--- config.mk ---
export PLATFORM = sky130hd
export DESIGN_NAME = mem_access_ctrl_flat
export DESIGN_NICKNAME = d
export VERILOG_FILES = /design/src/rtl/mem_access_ctrl_pkg.sv /design/src/rtl/mem_access_ctrl_if.sv /design/src/rtl/mem_access_ctrl_rr_arb2.sv /design/src/rtl/mem_access_ctrl.sv /design/src/flat_wrapper.sv
export SDC_FILE = /design/constraint.sdc
export NUM_CORES = 1
export LEC_CHECK = 0
export CAP_MARGIN = 5
export CORE_MARGIN = 5
export CORE_UTILIZATION = 38
export CTS_BUF_LIST = sky130_fd_sc_hd__clkbuf_4
export DETAILED_ROUTE_END_ITERATION = 7
export GPL_TIMING_DRIVEN = 0
export PLACE_DENSITY = 0.84
export SYNTH_ARGS = -nofsm -noshare
export SYNTH_HDL_FRONTEND = slang
export SYNTH_HIERARCHICAL = 1
export SYNTH_SLANG_ARGS = --single-unit
--- constraint.sdc ---
create_clock -name clk -period 3.9 [get_ports clk]
set_input_delay 1.17 -clock clk [delete_from_list [all_inputs] [get_ports clk]]
set_output_delay 1.17 -clock clk [all_outputs]
set_load 0.02 [all_outputs]
--- src/rtl/mem_access_ctrl_pkg.sv ---
// mem_access_ctrl_pkg
//   Shared definitions for the memory access controller slice:
//   controller state encodings, requester port indices and a small
//   helper that turns a one-hot two-port grant into a port index.
package mem_access_ctrl_pkg;

  typedef logic [0:0] state_t;

  localparam state_t ST_CLEAR = 1'b0;
  localparam state_t ST_RUN   = 1'b1;

  localparam int P0 = 0;
  localparam int P1 = 1;

  // One bit is enough to name the winner of a two-port arbiter.
  typedef logic port_idx_t;

  function automatic port_idx_t gnt_to_idx(input logic [1:0] gnt);
    return gnt[P1];
  endfunction

endpackage

--- src/rtl/mem_access_ctrl_if.sv ---
// mem_access_ctrl_if
//   Request/grant/read-return bundle for one requester of the shared
//   word memory.
//   req    requester -> ctrl  access request, held until granted
//   we     requester -> ctrl  1 = write, 0 = read
//   addr   requester -> ctrl  word address [AW+1:2]
//   wdata  requester -> ctrl  write data
//   gnt    ctrl -> requester  combinational grant, transfer at req&gnt edge
//   rvalid ctrl -> requester  one-cycle pulse after a granted read
//   rdata  ctrl -> requester  read data, held until the next read
interface mem_access_ctrl_if #(
  parameter int DATA_SIZE = 32,
  parameter int WORDS     = 1024
);
  localparam int AW = $clog2(WORDS);

  logic                 req;
  logic                 we;
  logic [AW+1:2]        addr;
  logic [DATA_SIZE-1:0] wdata;
  logic                 gnt;
  logic                 rvalid;
  logic [DATA_SIZE-1:0] rdata;

  modport master (output req, we, addr, wdata, input gnt, rvalid, rdata);
  modport slave  (input req, we, addr, wdata, output gnt, rvalid, rdata);
endinterface

--- src/rtl/mem_access_ctrl_rr_arb2.sv ---
// rr_arb2
//   Two-requester round-robin arbiter, purely combinational.
//   req[1:0]  request vector
//   last      index of the port that won the previous granted cycle
//   en        arbitration enable; gnt is all-zero when low
//   gnt[1:0]  one-hot grant
module rr_arb2
  import mem_access_ctrl_pkg::*;
(
  input  logic [1:0] req,
  input  logic       last,
  input  logic       en,
  output logic [1:0] gnt
);

  always_comb begin
    gnt = '0;
    if (en) begin
      // Under contention the port that did not win last time goes next.
      if (req == 2'b11) gnt[last ? P0 : P1] = 1'b1;
      else              gnt = req;
    end
  end

endmodule

--- src/rtl/mem_access_ctrl.sv ---
// mem_access_ctrl
//   Sequencer/arbiter in front of a single-port word memory. After reset
//   (or a clear_req pulse) it sweeps every word to zero, one per cycle,
//   then arbitrates two requesters round-robin onto the memory port.
//   clk          rising-edge clock
//   reset        asynchronous active-high reset
//   clear_req    pulse: restart the clear sweep from word 0
//   busy         high while the clear sweep runs
//   p0, p1       requester bundles (slave side)
//   mem_addr     memory word address
//   mem_wdata    memory write data
//   mem_read_en  memory read enable
//   mem_write_en memory write enable
//   mem_rdata    memory read data (combinational read)
module mem_access_ctrl
  import mem_access_ctrl_pkg::*;
#(
  parameter int DATA_SIZE = 32,
  parameter int WORDS     = 1024
) (
  input  logic                      clk,
  input  logic                      reset,
  input  logic                      clear_req,
  output logic                      busy,
  mem_access_ctrl_if.slave          p0,
  mem_access_ctrl_if.slave          p1,
  output logic [$clog2(WORDS)+1:2]  mem_addr,
  output logic [DATA_SIZE-1:0]      mem_wdata,
  output logic                      mem_read_en,
  output logic                      mem_write_en,
  input  logic [DATA_SIZE-1:0]      mem_rdata
);

  localparam int AW = $clog2(WORDS);
  localparam logic [AW-1:0] LAST_WORD = AW'(WORDS - 1);

  state_t               state_q;
  logic [AW-1:0]        clr_cnt;
  port_idx_t            last_gnt;
  logic                 run;
  logic [1:0]           req;
  logic [1:0]           gnt;
  logic [1:0]           rd_hit;
  logic [1:0]           rvalid_q;
  logic [DATA_SIZE-1:0] rdata0_q;
  logic [DATA_SIZE-1:0] rdata1_q;

  assign run  = (state_q == ST_RUN);
  assign busy = ~run;
  assign req  = {p1.req, p0.req};

  rr_arb2 u_arb (
    .req  (req),
    .last (last_gnt),
    .en   (run),
    .gnt  (gnt)
  );

  assign p0.gnt    = gnt[P0];
  assign p1.gnt    = gnt[P1];
  assign rd_hit[P0] = gnt[P0] & ~p0.we;
  assign rd_hit[P1] = gnt[P1] & ~p1.we;

  // Memory port drive: sweep writes zeros, otherwise the granted port owns it.
  always_comb begin
    mem_addr     = '0;
    mem_wdata    = '0;
    mem_read_en  = 1'b0;
    mem_write_en = 1'b0;
    if (!run) begin
      mem_addr     = clr_cnt;
      mem_write_en = 1'b1;
    end else if (gnt[P0]) begin
      mem_addr     = p0.addr;
      mem_wdata    = p0.wdata;
      mem_write_en = p0.we;
      mem_read_en  = ~p0.we;
    end else if (gnt[P1]) begin
      mem_addr     = p1.addr;
      mem_wdata    = p1.wdata;
      mem_write_en = p1.we;
      mem_read_en  = ~p1.we;
    end
  end

  // Control stage: sweep counter, state and round-robin history.
  always_ff @(posedge clk or posedge reset) begin
    if (reset) begin
      state_q  <= ST_CLEAR;
      clr_cnt  <= '0;
      last_gnt <= 1'b1;
    end else begin
      // clear_req wins in either state; a grant in the same cycle still completes.
      if (clear_req) begin
        state_q <= ST_CLEAR;
        clr_cnt <= '0;
      end else if (!run) begin
        if (clr_cnt == LAST_WORD) begin
          state_q <= ST_RUN;
          clr_cnt <= '0;
        end else begin
          clr_cnt <= clr_cnt + 1'b1;
        end
      end
      if (|gnt) last_gnt <= gnt_to_idx(gnt);
    end
  end

  // Read return stage: capture memory data at the grant edge.
  always_ff @(posedge clk or posedge reset) begin
    if (reset) begin
      rvalid_q <= '0;
      rdata0_q <= '0;
      rdata1_q <= '0;
    end else begin
      rvalid_q <= rd_hit;
      if (rd_hit[P0]) rdata0_q <= mem_rdata;
      if (rd_hit[P1]) rdata1_q <= mem_rdata;
    end
  end

  assign p0.rvalid = rvalid_q[P0];
  assign p1.rvalid = rvalid_q[P1];
  assign p0.rdata  = rdata0_q;
  assign p1.rdata  = rdata1_q;

endmodule

--- src/flat_wrapper.sv ---
// flat-port wrapper written by rule: the top's interface ports become plain ports
module mem_access_ctrl_flat import mem_access_ctrl_pkg::*;
#(
  parameter int DATA_SIZE = 32,
  parameter int WORDS     = 1024
)
  (clk, reset, clear_req, busy, mem_addr, mem_wdata, mem_read_en, mem_write_en, mem_rdata, p0_req, p0_we, p0_addr, p0_wdata, p0_gnt, p0_rvalid, p0_rdata, p1_req, p1_we, p1_addr, p1_wdata, p1_gnt, p1_rvalid, p1_rdata);
  mem_access_ctrl_if #(.DATA_SIZE(DATA_SIZE), .WORDS(WORDS)) p0_i ();
  mem_access_ctrl_if #(.DATA_SIZE(DATA_SIZE), .WORDS(WORDS)) p1_i ();
  input  logic clk;
  input  logic reset;
  input  logic clear_req;
  output logic busy;
  output logic [$clog2(WORDS)+1:2] mem_addr;
  output logic [DATA_SIZE-1:0] mem_wdata;
  output logic mem_read_en;
  output logic mem_write_en;
  input  logic [DATA_SIZE-1:0] mem_rdata;
  input wire logic [$bits(p0_i.req)-1:0] p0_req;
  input wire logic [$bits(p0_i.we)-1:0] p0_we;
  input wire logic [$bits(p0_i.addr)-1:0] p0_addr;
  input wire logic [$bits(p0_i.wdata)-1:0] p0_wdata;
  output wire logic [$bits(p0_i.gnt)-1:0] p0_gnt;
  output wire logic [$bits(p0_i.rvalid)-1:0] p0_rvalid;
  output wire logic [$bits(p0_i.rdata)-1:0] p0_rdata;
  input wire logic [$bits(p1_i.req)-1:0] p1_req;
  input wire logic [$bits(p1_i.we)-1:0] p1_we;
  input wire logic [$bits(p1_i.addr)-1:0] p1_addr;
  input wire logic [$bits(p1_i.wdata)-1:0] p1_wdata;
  output wire logic [$bits(p1_i.gnt)-1:0] p1_gnt;
  output wire logic [$bits(p1_i.rvalid)-1:0] p1_rvalid;
  output wire logic [$bits(p1_i.rdata)-1:0] p1_rdata;
  assign p0_i.req = p0_req;
  assign p0_i.we = p0_we;
  assign p0_i.addr = p0_addr;
  assign p0_i.wdata = p0_wdata;
  assign p0_gnt = p0_i.gnt;
  assign p0_rvalid = p0_i.rvalid;
  assign p0_rdata = p0_i.rdata;
  assign p1_i.req = p1_req;
  assign p1_i.we = p1_we;
  assign p1_i.addr = p1_addr;
  assign p1_i.wdata = p1_wdata;
  assign p1_gnt = p1_i.gnt;
  assign p1_rvalid = p1_i.rvalid;
  assign p1_rdata = p1_i.rdata;
  mem_access_ctrl #(.DATA_SIZE(DATA_SIZE), .WORDS(WORDS)) u_core (.clk(clk), .reset(reset), .clear_req(clear_req), .busy(busy), .p0(p0_i), .p1(p1_i), .mem_addr(mem_addr), .mem_wdata(mem_wdata), .mem_read_en(mem_read_en), .mem_write_en(mem_write_en), .mem_rdata(mem_rdata));
endmodule
; ---- Word-level counts from Yosys, hierarchy flattened
; Index checks and enable logic that the tools add are counted.
[totals]
output_inout_bits = 113
regBits = 78
[op_classes]
bitwise_logic = 5
n_reduce_logical = 2
n_addsub = 1
order_cmp = 2
muxes = 23
n_eq_ne = 3
[ops]
columns = cell, n
row1 = 2-to-1 mux 32 bit, 3
row2 = 2-to-1 mux 10 bit, 6
row3 = 2-to-1 mux 1 bit, 11
row4 = adder 10 x 1 -> 10 bit (second input constant), 1
row5 = equality test 10 bit (second input constant), 1
row6 = 2-to-1 mux 2 bit, 2
row7 = inverter 1 bit, 3
row8 = AND 1 bit, 2
row9 = equality test 2 bit (second input constant), 1
row10 = less-than comparator 1 x 2 -> 1 bit (second input constant), 1
row11 = inequality test 2 bit (second input constant), 1
row12 = OR reduction 2 bit, 1
row13 = demux 1 bit (select 1 bit), 1
row14 = >= comparator 1 bit (second input constant), 1
row15 = logical AND 1 bit, 1

; ---- Longest topological paths before layout
; Gate-level depths: netlist of the first run.
[depth]
ltp_word = 10
mapped_depth = 9

; ---- Hierarchy
; Netlist of the first run, hierarchy kept.
[by_module_without_submodules]
columns = mod, cells_each, n_inst, seq_area_each_um2, area_per_inst_um2
row1 = mem_access_ctrl, 387, 1, 1953.1, 3642.2
row2 = rr_arb2, 5, 1, 0.0, 21.3

; ---- Worst setup path before layout of the first run
; OpenSTA, ideal clock, no wires.
[synth_path]
path_type = in2out
start = input port p1_req
end = output port mem_addr[2] (netlist name)
slack_ns = -0.099
stages = 7
arrival_time_ns = 2.829
cell_sequence = nand2_1 -> a21oi_1 -> nor2b_1 -> clkbuf_1 -> clkbuf_1 -> a22oi_1 -> a21oi_1
[synth_between]
elab_chain_len = 6
[synth_rtl]
columns = element, line
row1 = start: declaration, flat_wrapper.sv:26  ; input wire logic [$bits(p1_i.req)-1:0] p1_req;
row2 = equality test 2 bit, mem_access_ctrl_rr_arb2.sv:20  ; if (req == 2'b11) gnt[last ? P0 : P1] = 1'b1;
row3 = 2-to-1 mux 2 bit *, mem_access_ctrl_rr_arb2.sv:20
row4 = 2-to-1 mux 2 bit *, mem_access_ctrl_rr_arb2.sv:18  ; if (en) begin
row5 = net p1_gnt, flat_wrapper.sv:30  ; output wire logic [$bits(p1_i.gnt)-1:0] p1_gnt;
row6 = 2-to-1 mux 10 bit *, mem_access_ctrl.sv:78  ; end else if (gnt[P1]) begin
row7 = 2-to-1 mux 10 bit *, mem_access_ctrl.sv:73  ; end else if (gnt[P0]) begin
row8 = 2-to-1 mux 10 bit *, mem_access_ctrl.sv:70  ; if (!run) begin
row9 = end: declaration, flat_wrapper.sv:14  ; output logic [$clog2(WORDS)+1:2] mem_addr;
; The timed path passes the listed nets; every way through them passes the cells marked *.

; ---- Worst setup path in the final report of the first run
[layout_path]
start = input port p0_req
end = output port mem_addr[8] (netlist name)
[layout_between]
elab_chain_len = 6
[layout_rtl]
columns = element, line
row1 = start: declaration, flat_wrapper.sv:19  ; input wire logic [$bits(p0_i.req)-1:0] p0_req;
row2 = equality test 2 bit, mem_access_ctrl_rr_arb2.sv:20
row3 = 2-to-1 mux 2 bit *, mem_access_ctrl_rr_arb2.sv:20
row4 = 2-to-1 mux 2 bit *, mem_access_ctrl_rr_arb2.sv:18
row5 = 2-to-1 mux 10 bit, mem_access_ctrl.sv:78
row6 = 2-to-1 mux 10 bit *, mem_access_ctrl.sv:73
row7 = 2-to-1 mux 10 bit *, mem_access_ctrl.sv:70
; Mark *: on every way between the ends. The rest lies on a longest branch, timed or not.

==> flow_summary.toml, run 1 <==
[worst_setup_path]
cpPeakStageDelay_ns = 0.26
crit_chain = "dlygate4sd2_1, nand2_1, a21oi_2, buf_4, nor2b_1, clkbuf_4, clkbuf_16, a221oi_1, nor2_1, buf_2"
crit_type = "in2out"
cp-end-kind = "output pin"
cp_slowest_cell = "dlygate4sd2_1"
cp_num_buf_inv = 5
worstPathMaxFanout = 10
cp-start-kind = "input port"
cpLargestDelayFamily = "buffers and inverters"
cp.arrival_ns = 2.63
worstPathRequired_ns = 2.73

[grt]
grt_pass1_wl_um = 20300
grt.met3_usage_pct = 7.82
grt_antenna_before_repair = 1
grt_pass1_vias = 3950
grt.busiest_layer = "met2"
grt.total_usage_pct = 22.1
grt_max_degree = 69
grt.overflow.total = 0
met2_usage_pct = 39.5
use_met1_pct = 24.0

[synthesis]
yosys.area.top_type = "dfrtp_1"
synth_cell_types = 33
synthCells = 392
yosysSeqAreaShare_pct = 53.3
avgSynthCellArea_um2 = 9.35
syn_area_mm2 = 0.00366
yosys.area.top_type_share_pct = 52.6
synth_nets = 516
synth_area_leaders = "dfrtp_1 53%, nand2_1 11%, mux2_2 9.8%"
ys_ff_latch = 78
ys_warn_count = 6

[sta]
rsz0062_at_grt = "false"
tightestPinTransition_ns = 0.494
finalCritPeriodShare_pct = 97.4
relSlewSlack_pct = 67.1
hold_violations = 0
final_max_slew_viol_count = 0
max_freq_mhz = 263
fin_crit_ns = 3.80
whs_ns = 0.490
final.setup_skew_ns = 0.0163
setup_violations = 0

[min_path]
hold_class = "reg2reg"

[run]
drv_cap = 0

[final_layout]
nets = 764
syn_to_final_growth_pct = 71.0
instances_no_fill = 775
post-route-util_pct = 67.2
fin_area_mm2 = 0.00626
layout-drive-gt1-share_pct = 19.7
num-fill-cells = 767

[drt]
viasPerCell = 4.99
first_pass_iters = 4
routed_wl_um = 13300
route.detailed.drc = 0
drt_iter0_markers = 160
antenna_left = 0
wire_per_inst_um = 17.2
num_vias = 3867

[die]
ios = 236
die_w_um = 108
die_h_um = 108
fp.coreArea_mm2 = 0.00933
start_util_pct = 39.3
die_area_mm2 = 0.0117
rows = 35

[placement]
hpwl_um = 10700
port_buffers = 235
placed_area_mm2 = 0.00621
placed_cells = 757
gp_congestion = 0.939

[clock_tree]
cts_tree = "yes"
path_clk_slew_ns = 0.13
clock_path_buffers = 2
cts_hold_buf = 0
cts_inserted_buffers = 9
root_buffer = "clkbuf_4"
cts_num_sinks = 78
clk_latency_ns = 0.41
htree_num_levels = 3

[power_and_ir_drop]
p_total_mw = 1.62
power_density_mw_per_mm2 = 258
irDropWorstVdd_mv = 0.285
leakage_nw = 2.87

[run_status]
status = "finished clean"
==> logic make-up (layout without fill, tap and decap cells) <==
group | after synthesis | after routing | share of synthesized area [%]
other | 0 | 1 | 0
muxes | 32 | 32 | 9.84
adders and majority gates | 1 | 1 | 0.341
AOI/OAI and AO/OA | 62 | 62 | 11.9
xor gates and xnor gates | 3 | 3 | 0.717
DFF | 78 | 78 | 53.3
buffers and inverters | 36 | 289 | 3.86
and+or+nand+nor | 180 | 180 | 20.1
==> cells in the final DEF (no fill, tap or decap), types with 6 or more instances in the layout <==
cell and n:
clkdlybuf4s50_1 189, nand2_1 107, dfrtp_1 77, nor2_1 52, buf_2 45, a22oi_1 33, mux2_2 32, clkbuf_4 12
clkbuf_1 12, a21oi_1 11, buf_4 6
==> stage by stage <==
step           setup TNS [ns]  setup slack [ns]
5_1_grt                     0            0.0142
3_5_place_dp           -36.85            -0.972
2_1_floorplan               0            0.0547
4_1_cts                     0            0.0931
6_report                    0            0.0995
3_3_place_gp           -66.38            -0.917
==> layer usage <==
| metal | wire length [um] | vias to the layer above |
|---|---|---|
| li1 | - | 1826 |
| met1 | 4670 | 1834 |
| met2 | 6860 | 183 |
| met3 | 1420 | 24 |
| met4 | 381 | 0 |
| met5 | 0 | - |
==> final timing paths <==
kind                                                 startpoint                              end  slack (ns)  cells after the start
worst max-delay path                                     p0_req                      mem_addr[8]         0.1                     10
worst min-delay path            u_core/p0.rdata[23]$_DFFE_PP0P_  u_core/p0.rdata[23]$_DFFE_PP0P_        0.49                      2
worst max register to register      u_core/last_gnt$_DFFE_PP1P_   u_core/p0.rdata[1]$_DFFE_PP0P_        1.91                      9
worst min register to register  u_core/p0.rdata[23]$_DFFE_PP0P_  u_core/p0.rdata[23]$_DFFE_PP0P_        0.49                      2
max in group asynchronous                                 reset      u_core/last_gnt$_DFFE_PP1P_        2.31                      3
min in group asynchronous                                 reset  u_core/p1.rdata[24]$_DFFE_PP0N_        0.99                      2
==> what timing repair did <==
| action | CTS | global route |
|---|---|---|
| setup buffers | 3 | 0 |
| endpoints found under the setup margin | 44 | 1 |
| pin swaps | 1 | 0 |
| endpoints found under the hold margin | 0 | 0 |
| resized for setup | 211 | 1 |
==> power breakdown <==
group,internal [mW],leakage [nW],switching [mW]
Clock,0.141,0.0553,0.287
Sequential,0.847,1.06,0.0223
Combinational,0.194,1.75,0.128
==> final cells by class <==
cell class / instances / area [um^2] / share of cell area [%]
well taps: 129 / 161 / 2.58
clock inverters: 6 / 47.5 / 0.759
flip-flops and latches: 78 / 1950 / 31.2
clock buffers: 10 / 75.1 / 1.20
repair buffers: 239 / 2190 / 35.0
multi-input cells: 278 / 1620 / 25.9
diodes: 1 / 2.50 / 0.0399
plain buffers: 27 / 175 / 2.80
inverters: 7 / 33.8 / 0.539
==> synthesized netlist by cell type <==
cell type / n
xor2_1: 1
nand2_1: 108
dfstp_2: 1
nand3_1: 4
nor2_1: 52
a31oi_1: 3
o211ai_1: 1
mux2_2: 32
nand4_2: 1
xnor2_1: 2
clkinv_1: 1
inv_1: 5
clkbuf_1: 22
buf_1: 2
dfrtp_1: 77
nand2b_1: 2
inv_2: 1
or3_2: 1
or4_1: 2
ha_1: 1
nand3b_1: 1
a22oi_1: 34
nand4_1: 1
nor2b_1: 2
and2_2: 1
buf_2: 5
a21oi_1: 13
a221oi_1: 8
or3_1: 2
nor4b_1: 1
a21o_1: 1
o21ai_0: 2
and3_1: 2
==> flip-flops by register name, summed over array words and instances (netlist names) <==
name             cells
u_core/clr_cnt      10
u_core/last_gnt      1
u_core/p0.rdata     32
u_core/p1.rdata     32
u_core/run           1
u_core/rvalid_q      2
==> tightest hold or removal path: stages, from the launching register on <==
cell	delay, ns
dfrtp_1	0.37
nand2_1	0.05
nand2_1	0.05
Note: power is estimated with default switching activity, not from simulation.
==> run 2, diff against run 1 <==
--- a/config.mk
+++ b/config.mk
@@ -7,11 +7,11 @@
 export LEC_CHECK = 0
 export CAP_MARGIN = 5
 export CORE_MARGIN = 5
-export CORE_UTILIZATION = 38
+export CORE_UTILIZATION = 40
 export CTS_BUF_LIST = sky130_fd_sc_hd__clkbuf_4
 export DETAILED_ROUTE_END_ITERATION = 7
 export GPL_TIMING_DRIVEN = 0
-export PLACE_DENSITY = 0.84
+export PLACE_DENSITY = 0.87
 export SYNTH_ARGS = -nofsm -noshare
 export SYNTH_HDL_FRONTEND = slang
 export SYNTH_HIERARCHICAL = 1
==> constraint.sdc (replaced) <==
create_clock -name clk -period 4.8 [get_ports clk]
set_input_delay 1.44 -clock clk [delete_from_list [all_inputs] [get_ports clk]]
set_output_delay 1.44 -clock clk [all_outputs]
set_load 0.02 [all_outputs]
==> flow_summary.toml, run 2 (synthesized netlist as in run 1, its figures left out) <==
[clock_tree]
cts_inserted_buffers = 9
clk_latency_ns = 0.43
clock_path_buffers = 2
root_buffer = "clkbuf_4"
path_clk_slew_ns = 0.14
cts_num_sinks = 78
cts_tree = "yes"
cts_hold_buf = 0
htree_num_levels = 3

[worst_setup_path]
cpPeakStageDelay_ns = 0.52
worstPathMaxFanout = 10
crit_type = "in2out"
crit_start = "p1_req"
r2r-start = "u_core/last_gnt$_DFFE_PP1P_"
cp-start-kind = "input port"
cp-end-kind = "output pin"
ff2ff_path_depth = 9
crit_chain = "clkdlybuf4s50_1, nand2_1, a21oi_4, nor2b_1, buf_2, buf_6, a221oi_1, nor2_1, clkdlybuf4s15_1"
cp.arrival_ns = 3.27
cp_slowest_cell = "clkdlybuf4s50_1"
worstPathRequired_ns = 3.36

[drt]
route.detailed.drc = 0
antenna_left = 0
first_pass_iters = 5
num_vias = 3922
wire_per_inst_um = 18.5
drt_iter0_markers = 193
viasPerCell = 5.18
routed_wl_um = 14000

[placement]
placed_cells = 739
gp_congestion = 0.919
port_buffers = 235
hpwl_um = 11000
placed_area_mm2 = 0.00618

[die]
die_h_um = 106
ios = 236
die_area_mm2 = 0.0112
fp.coreArea_mm2 = 0.00906
die_w_um = 106
start_util_pct = 40.4
rows = 35

[final_layout]
syn_to_final_growth_pct = 69.5
layout_commonest_cell = "clkdlybuf4s50_1"
layout-drive-gt1-share_pct = 18.3
num-fill-cells = 703
nets = 764
instances_no_fill = 757
fin_area_mm2 = 0.00621
final_cell_mix = "190 x clkdlybuf4s50_1, 108 x nand2_1, 77 x dfrtp_1"
post-route-util_pct = 68.5

[sta]
final_max_slew_viol_count = 0
tightestPinTransition_ns = 0.554
max_freq_mhz = 212
hold_violations = 0
final.setup_skew_ns = 0.0215
finalCritPeriodShare_pct = 98.2
relSlewSlack_pct = 63.1
fin_crit_ns = 4.71
setup_violations = 0

[power_and_ir_drop]
leakage_nw = 2.83
irDropWorstVdd_mv = 0.238
power_density_mw_per_mm2 = 216
p_total_mw = 1.34

[grt]
grt.overflow.total = 0
grt_antenna_before_repair = 1
grt_pass1_wl_um = 21500
grt_max_degree = 62
grt_pass1_vias = 4131
grt.total_usage_pct = 24.2

[min_path]
min_from = "u_core/p0.rdata[14]$_DFFE_PP0P_"
min_delay_path_depth = 2
hold_class = "reg2reg"

[run_status]
status = "finished clean"

[run]
drv_cap = 0
==> run 2: cell types whose count changed in the layout (fill, tap and decap cells not counted), moves of 2 or more <==
cell	before	now
clkdlybuf4s15_1	0	2
clkinv_4	2	0
inv_6	1	3
a221oi_2	4	2
clkbuf_2	2	37
clkbuf_8	3	0
a221oi_1	4	6
buf_2	45	9
buf_4	6	4
buf_6	0	2
==> run 2: cell type report <==
type / instances / area (um^2) / share of cell area (%)
Sequential cell: 78 / 1950 / 31.4
Multi-Input combinational cell: 278 / 1600 / 25.8
Tap cell: 111 / 139 / 2.24
Timing Repair Buffer: 239 / 2210 / 35.7
Clock inverter: 7 / 65.1 / 1.05
Clock buffer: 9 / 67.6 / 1.09
Inverter: 7 / 30.0 / 0.483
Antenna cell: 1 / 2.50 / 0.0403
Buffer: 27 / 138 / 2.22
==> run 2: repair_timing <==
| action | CTS | global route |
|---|---|---|
| setup endpoints to repair | 44 | 42 |
| gates resized for setup | 83 | 74 |
| buffers inserted | 2 | 1 |
==> run 2: through the flow <==
stage          hold slack (ns)  setup WS [ns]  setup TNS, ns
6_report                 0.493         0.0860              0
3_5_place_dp             0.461         -0.681         -25.39
4_1_cts                  0.494        -0.0958        -0.0958
3_3_place_gp             0.457         -0.610         -21.81
2_1_floorplan            0.521          0.261              0
5_1_grt                  0.514        -0.0135        -0.0135
==> run 2: power by group <==
group | internal (mW) | switching, mW
clock | 0.116 | 0.257
combinational | 0.158 | 0.105
sequential | 0.688 | 0.0188
==> run 2: worst paths after layout <==
path                       slack [ns]                               to
max                              0.09                      mem_addr[8]
min                              0.49  u_core/p0.rdata[14]$_DFFE_PP0P_
max reg2reg                      2.61  u_core/p0.rdata[21]$_DFFE_PP0P_
min reg2reg                      0.49  u_core/p0.rdata[14]$_DFFE_PP0P_
max in group asynchronous        2.91  u_core/p0.rdata[25]$_DFFE_PP0P_
min in group asynchronous        1.31  u_core/p0.rdata[14]$_DFFE_PP0P_
==> run 2: metal layers <==
metal	routed length (um)	vias up	global-route usage, %
li1	-	1832	-
met1	5090	1870	25.4
met2	7230	185	44.0
met3	1150	35	6.98
met4	561	0	11.5
met5	0	-	0
==> run 2: critical path, delay by kind of cell <==
family | cells | cell delay, ns
buf+inv | 4 | 1.16
simple gates | 3 | 0.40
compound gates | 2 | 0.28
